**config.mk**
```make
export PLATFORM = sky130hd
export DESIGN_NAME = uart_transmitter
export DESIGN_NICKNAME = d
export VERILOG_FILES = /design/src/rtl/uart_transmitter.sv
export SDC_FILE = /design/constraint.sdc
export NUM_CORES = 1
export LEC_CHECK = 0
export CAP_MARGIN = 20
export CORE_MARGIN = 2
export CORE_UTILIZATION = 45
export CTS_CLUSTER_SIZE = 28
export DETAILED_ROUTE_END_ITERATION = 8
export HOLD_SLACK_MARGIN = 0.15
export PLACE_DENSITY_LB_ADDON = 0.05
export SYNTH_ARGS = -nofsm -noshare
export SYNTH_HDL_FRONTEND = slang
export SYNTH_SLANG_ARGS = --single-unit
```
**constraint.sdc**
```tcl
create_clock -name clk -period 1.48 [get_ports clk]
set_input_delay 0.296 -clock clk [delete_from_list [all_inputs] [get_ports clk]]
set_output_delay 0.296 -clock clk [all_outputs]
set_load 0.01 [all_outputs]
```
**src/rtl/uart_transmitter.sv**
```systemverilog
// Serial UART transmitter: start bit, DATA_WIDTH data bits LSB first, STOP_BITS stop bits.
// Idle-high registered line output, words accepted through a valid/ready handshake.
module uart_transmitter #(
    parameter int DATA_WIDTH   = 8,
    parameter int STOP_BITS    = 1,
    parameter int CLKS_PER_BIT = 1
) (
    input  logic                  clk,
    input  logic                  reset,
    input  logic [DATA_WIDTH-1:0] tx_data,
    input  logic                  tx_valid,
    output logic                  tx_ready,
    output logic                  tx_pin,
    output logic                  tx_busy
);

    localparam int CNT_W = (CLKS_PER_BIT > 1) ? $clog2(CLKS_PER_BIT) : 1;
    localparam int IDX_W = $clog2(DATA_WIDTH);
    localparam logic [CNT_W-1:0] BAUD_LAST = CNT_W'(CLKS_PER_BIT - 1);
    localparam logic [IDX_W-1:0] DATA_LAST = IDX_W'(DATA_WIDTH - 1);
    localparam logic [IDX_W-1:0] STOP_LAST = IDX_W'(STOP_BITS - 1);

    typedef enum logic [1:0] {
        IDLE,
        START,
        DATA,
        STOP
    } state_t;

    state_t                state, state_next;
    logic [CNT_W-1:0]      baud_cnt, baud_next;
    logic [IDX_W-1:0]      bit_idx, idx_next;
    logic [DATA_WIDTH-1:0] shift_reg, shift_next;
    logic                  pin_next;
    logic                  bit_end;

    assign bit_end  = (baud_cnt == BAUD_LAST);
    assign tx_ready = (state == IDLE);
    assign tx_busy  = !tx_ready;

    // NOTE: sequential state uses non-blocking assignments so every register
    // samples the pre-edge values computed by the combinational block.
    always_ff @(posedge clk or posedge reset) begin
        if (reset) begin
            state     <= IDLE;
            baud_cnt  <= '0;
            bit_idx   <= '0;
            shift_reg <= '0;
            tx_pin    <= 1'b1;
        end else begin
            state     <= state_next;
            baud_cnt  <= baud_next;
            bit_idx   <= idx_next;
            shift_reg <= shift_next;
            tx_pin    <= pin_next;
        end
    end

    // NOTE: every output of this block gets a default first so no path can
    // leave a variable unassigned and infer a latch.
    always_comb begin
        state_next = state;
        baud_next  = '0;
        idx_next   = bit_idx;
        shift_next = shift_reg;

        case (state)
            IDLE: begin
                idx_next = '0;
                if (tx_valid) begin
                    state_next = START;
                    shift_next = tx_data;
                end
            end
            START: begin
                if (bit_end) begin
                    state_next = DATA;
                    idx_next   = '0;
                end else begin
                    baud_next = baud_cnt + 1'b1;
                end
            end
            DATA: begin
                if (bit_end) begin
                    shift_next = {1'b0, shift_reg[DATA_WIDTH-1:1]};
                    if (bit_idx == DATA_LAST) begin
                        state_next = STOP;
                        idx_next   = '0;
                    end else begin
                        idx_next = bit_idx + 1'b1;
                    end
                end else begin
                    baud_next = baud_cnt + 1'b1;
                end
            end
            STOP: begin
                if (bit_end) begin
                    if (bit_idx == STOP_LAST) begin
                        state_next = IDLE;
                        idx_next   = '0;
                    end else begin
                        idx_next = bit_idx + 1'b1;
                    end
                end else begin
                    baud_next = baud_cnt + 1'b1;
                end
            end
            default: begin
                state_next = IDLE;
                idx_next   = '0;
            end
        endcase

        // The line register follows the state being entered, so the start bit
        // appears directly after the accept edge.
        case (state_next)
            START:   pin_next = 1'b0;
            DATA:    pin_next = shift_next[0];
            default: pin_next = 1'b1;
        endcase
    end

endmodule
```
=== Word level (Yosys, flattened, before mapping) ===
Cells that the tools add are included.

* Reductions and logical operators: 7
* $add $sub $neg: 2
* Equal/unequal tests: 10
* Mux-type cells: 19

{| class="wikitable"
|+ Operator list
! operator !! count
|-
| 8-bit two-way mux || 2
|-
| 8-bit case mux with 2 select lines || 1
|-
| 3-bit two-way mux || 5
|-
| 2-bit two-way mux || 6
|-
| 3-bit case mux with 4 select lines || 1
|-
| 2-bit inequality test, second input constant || 4
|-
| 2-bit case mux with 4 select lines || 1
|-
| 2-bit equality test, second input constant || 3
|-
| 3-bit AND reduction || 2
|-
| 2-bit by 1-bit equality test with 1-bit output, second input constant || 2
|-
| 3-bit by 1-bit adder with 3-bit output, second input constant || 1
|-
| 3-bit equality test, second input constant || 1
|-
| 3-bit zero test || 1
|-
| 3-bit OR reduction || 1
|-
| 2-bit zero test || 1
|-
| 1-bit two-way mux || 2
|-
| 1-bit case mux with 2 select lines || 1
|-
| 2-bit nonzero test || 1
|-
| 1-bit adder, second input constant || 1
|-
| 1-bit zero test || 1
|}

* Logic and storage cells: 44
* Flip-flop bits (word level): 15
* Input bits: 11
* Output and inout port bits: 3

=== Depth between registers and ports, before layout ===
* Depth in word-level cells: 6
* Gate-level depth with buffers: 5
* Gate-level depth less buffers: 5

=== Least setup slack after synthesis ===
Ideal clock, no wire load.

* Path kind: flip-flop to flip-flop
* From: register bit_idx[0]
* To: register tx_pin
* Cell stages (with the launch flop): 4
* Required time: 1397 ps
* Setup slack: 339 ps
* Arrival: 1057 ps
* Period minus slack after synthesis: 1141 ps
* Library setup time: 83 ps
* Buffers on the path: 0
* Path through: dfrtp_1 > ha_1 > ha_1 > o32a_1

* Cells in the longest elaborated chain, start to end: 6
* Elaborated cells between the ends (all ways): 10
* Those cells by class: 3 x eq/ne; 6 x mux; 1 x reduce/logical

{| class="wikitable"
|+ Ends and longest elaborated chain
! what !! line !! source
|-
| start, declared || 32 || <nowiki>logic [IDX_W-1:0] bit_idx, idx_next;</nowiki>
|-
| start signal, assigned || 53 || <nowiki>bit_idx <= idx_next;</nowiki>
|-
| 3-bit equality test or 3-bit zero test (tied branches) || 86, 98 ||
|-
| 2-bit two-way mux (on tied branches) || 86, 98 ||
|-
| 2-bit two-way mux (on tied branches) || 84, 97 ||
|-
| 2-bit case mux with 4 select lines * || 67 || <nowiki>case (state)</nowiki>
|-
| 2-bit equality test or 2-bit by 1-bit equality test with 1-bit output (tied branches) || 116 || <nowiki>case (state_next)</nowiki>
|-
| 1-bit case mux with 2 select lines * || 116 ||
|-
| named net pin_next || 34 || <nowiki>logic pin_next;</nowiki>
|-
| end signal, assigned || 55 || <nowiki>tx_pin <= pin_next;</nowiki>
|-
| end, declared || 13 || <nowiki>output logic tx_pin,</nowiki>
|}

Mark *: on every way through the listed nets, which the timed path passes. The rest lies on a longest branch.
A chain may end at the register's enable or synchronous reset.

=== Final worst setup path ===
* From: register state[0]
* To: output port tx_busy

* Cells in the longest elaborated chain, start to end: 2

{| class="wikitable"
|+ Ends and longest elaborated chain
! what !! line !! source
|-
| start, declared || 30 || <nowiki>state_t state, state_next;</nowiki>
|-
| start signal, assigned || 51 || <nowiki>state <= state_next;</nowiki>
|-
| 2-bit zero test || 38 || <nowiki>assign tx_ready = (state == IDLE);</nowiki>
|-
| 1-bit zero test || 39 || <nowiki>assign tx_busy = !tx_ready;</nowiki>
|-
| end, declared || 14 || <nowiki>output logic tx_busy</nowiki>
|}

No other way between the ends.

==> key figures <==
Power
  – PD cells: 1840 nW/µm²
  – Pleak: 0.419 nW
  – Peak supply drop: 0.943 mV
  – Final Power: 1.69 mW

Final layout
  – Ratio of cells with drive above 1 in the final layout: 18.5%
  – Filler cell count: roughly 150
  – Design Area, Final: 918 µm²
  – Multi-input logic area: 319 µm²
  – Synthesis-to-finish area growth: 24.4%
  – Net count reported at finish: between 100 and 150
  – Max reg flops: 8
  – Antenna diode count: 0
  – Register area: 352 µm²

Status
  – Status: finished, final reports clean

Run
  – Max-cap check violation count: 0

Timing
  – Max-slew headroom: 85.4%
  – Max Clock Freq: between 0.7 and 0.8 GHz
  – RSZ-0062 raised after global routing: false
  – Max Slew Vio Count: 0
  – Final hold vios: 0
  – Final Setup Violations: 0
  – Setup Skew: 9.55 ps
  – Final worst path period need: 1390 ps
  – Period utilization: 93.9%
  – Slew @ Worst Pin: 218 ps

Critical path
  – Worst EP arrival: 1090 ps
  – Depth of the most critical reg-to-reg path: 5
  – Delay-heaviest family, CP: flip-flops
  – Worst setup EP type: output port
  – Setup CP Type: flop to output port
  – Setup crit start kind: flop
  – Req. time, crit path: 1180 ps
  – R2R Setup Slk: 150 ps
  – Reg2reg start: state[0]$_DFF_PP0_
  – Largest fanout on the critical path: 2
  – Buf/Inv on CP: 2
  – FF-to-FF End: shift_reg[6]$_DFFE_PP0P_
  – Largest stage delay on the critical path: 390 ps
  – Critical path's slowest cell: dfrtp_1
  – Worst path cell trace: nor2_2, inv_1, dlygate4sd2_1

Floorplan
  – DIE HEIGHT: 44.5 µm
  – I/O pins: 14
  – Row cnt: 14
  – Core area: 1520 µm²
  – Area of the die: a little under 2000 µm²
  – Initial core utilization: 48.4%
  – Die width: 44.5 µm

GRT
  – Met3 GRT Util: 2.45%
  – Largest net degree at the start of global routing: 17
  – GR peak layer: met2
  – M1 GR Usage: roughly a quarter
  – Met2 Usage GRT: 25.2%
  – GRT Util Overall: 17.2%
  – Initial antenna violation count: 0
  – Vias in the first global route: 578
  – Total gr overflow: 0
  – First-pass GRT wire length: 2470 µm

Clock network
  – Total CTS buffers: 3
  – Clock Latency Late Sink: 280 ps
  – CTS tree: built
  – Hold Buf Count CTS: 0
  – CTS Sinks: 14
  – Worst-path clk slew: ~80 ps
  – Clock Path Buffers: 2
  – Clock root buffer: clkbuf_4
  – CTS H-tree depth: 1

Detailed routing
  – First-pass detailed-route iteration total: 4
  – Routed WL per cell: 12.4 µm
  – Post-route DRC: 0
  – Initial drt markers: 7
  – DRT antenna net count: 0
  – Final wirelength: approximately 1300 µm
  – Vias: around 570
  – Post-DR vias/cell: 5.31

Synthesis
  – Seq/Total Area, Yosys: a little under half
  – Ys async rst share: 100%
  – Ys Warns: 0
  – Seq cells post-synth: 14
  – Synth unique cells: 27
  – Avg Inst Size Synth: 10.3 µm²
  – Synth Cell Area: roughly 740 µm²
  – Net Count, Synth: 86
  – Area contributors post-synth: dfrtp_1 (44%), nor2_1 (5.6%), ha_1 (5.1%)
  – Mapped Cells: 72
  – Dominant synthesized flop cell: dfrtp_1
  – Yosys top cell area share: 44.1%
  – EDFF count, synth: 0
  – Yosys top cell by area: dfrtp_1

Hold path
  – Worst min path class: input port to asynchronous set/reset pin

Placed design
  – Port bufs: 13
  – DP Area: 885 µm²
  – Final Wtd Congestion: 0.765
  – Dpl hpwl: 970 µm
## per-layer routing
metal  up-vias  routed length [µm]
met4         0                  15
met1       264                 706
met2        14                 548
li1        293                   -
met5         -                   0
met3         2                  66
## metrics by stage
stage	setup slack (ps)	setup TNS [ps]	hold WS [ps]	instances	util (%)
after floorplan	339	0	185	72	-
after global placement	-29.9	-121	450	102	58.0
after detailed placement	-38.6	-143	455	102	58.0
after CTS	17.2	0	308	107	60.0
after global routing	25.7	0	348	108	60.3
final	90.3	0	303	108	60.3
## final cells by class
class                           instances  share of cell area (%)
Multi-Input combinational cell         46                    34.7
Clock buffer                            4                    2.86
Sequential cell                        14                    38.3
Tap cell                               16                    2.18
Inverter                                9                    3.68
Timing Repair Buffer                   19                    18.3
## Yosys cell counts, types with 2 or more instances
cell	n
nor2_1	11
nand3b_1	2
o22ai_1	4
inv_1	9
nand2b_1	2
nand3_1	2
buf_6	3
a21oi_1	2
ha_1	3
o32ai_1	4
o21ai_0	2
dfrtp_1	13
## cells by family after synthesis
| logic type | count (synthesis) | share of synthesized area [%] |
|---|---|---|
| fa+ha+maj | 3 | 5.09 |
| flops | 14 | 47.6 |
| compound gates | 17 | 18.0 |
| buf+inv | 12 | 9.15 |
| simple gates | 26 | 20.2 |
## worst max-delay path by stage
stage / from / endpoint / slack, ps / cells past startpoint
after global routing: state[0]$_DFF_PP0_ / tx_busy / 30 / 3
final: state[0]$_DFF_PP0_ / tx_busy / 90 / 3
after CTS: state[0]$_DFF_PP0_ / tx_ready / 20 / 3
after floorplan: bit_idx[0]$_DFF_PP0_ / tx_pin$_DFF_PP1_ / 340 / 3
after detailed placement: tx_valid / shift_reg[6]$_DFFE_PP0P_ / -40 / 4
after global placement: tx_valid / shift_reg[4]$_DFFE_PP0P_ / -30 / 4
## worst register-to-register path, delay by kind of cell, from the launching register on
| family | cells | cell delay, ps |
|---|---|---|
| DFF | 1 | 390 |
| buffers and inverters | 2 | 280 |
| AOI/OAI and AO/OA | 1 | 250 |
| and+or+nand+nor | 2 | 300 |
## power by group
group / switching (mW) / internal [mW] / leakage (nW) / total (mW)
Combinational: 0.399 / 0.401 / 0.242 / 0.800
Clock: 0.115 / 0.104 / 0.0150 / 0.219
Sequential: 0.113 / 0.561 / 0.162 / 0.674
Total: 0.627 / 1.07 / 0.419 / 1.69
## cell usage in the layout (no fill, tap or decap), types with 2 or more instances in the layout
master and instances:
dfrtp_1 13, nand2b_1 2, buf_4 6, ha_1 3
o22ai_1 4, o21ai_0 2, nand3b_1 2, nand3_1 2
dlygate4sd2_1 2, nor2_1 11, a21oi_1 2, o32ai_1 4
clkbuf_4 3, clkdlybuf4s50_1 10, inv_1 9
## timing repair
action / CTS / global route
endpoints found under the setup margin: 3 / 1
pin swaps: 1 / 0
resized for setup: 3 / 2
setup buffers: 1 / 1
Note: power is estimated with default switching activity, not from simulation.
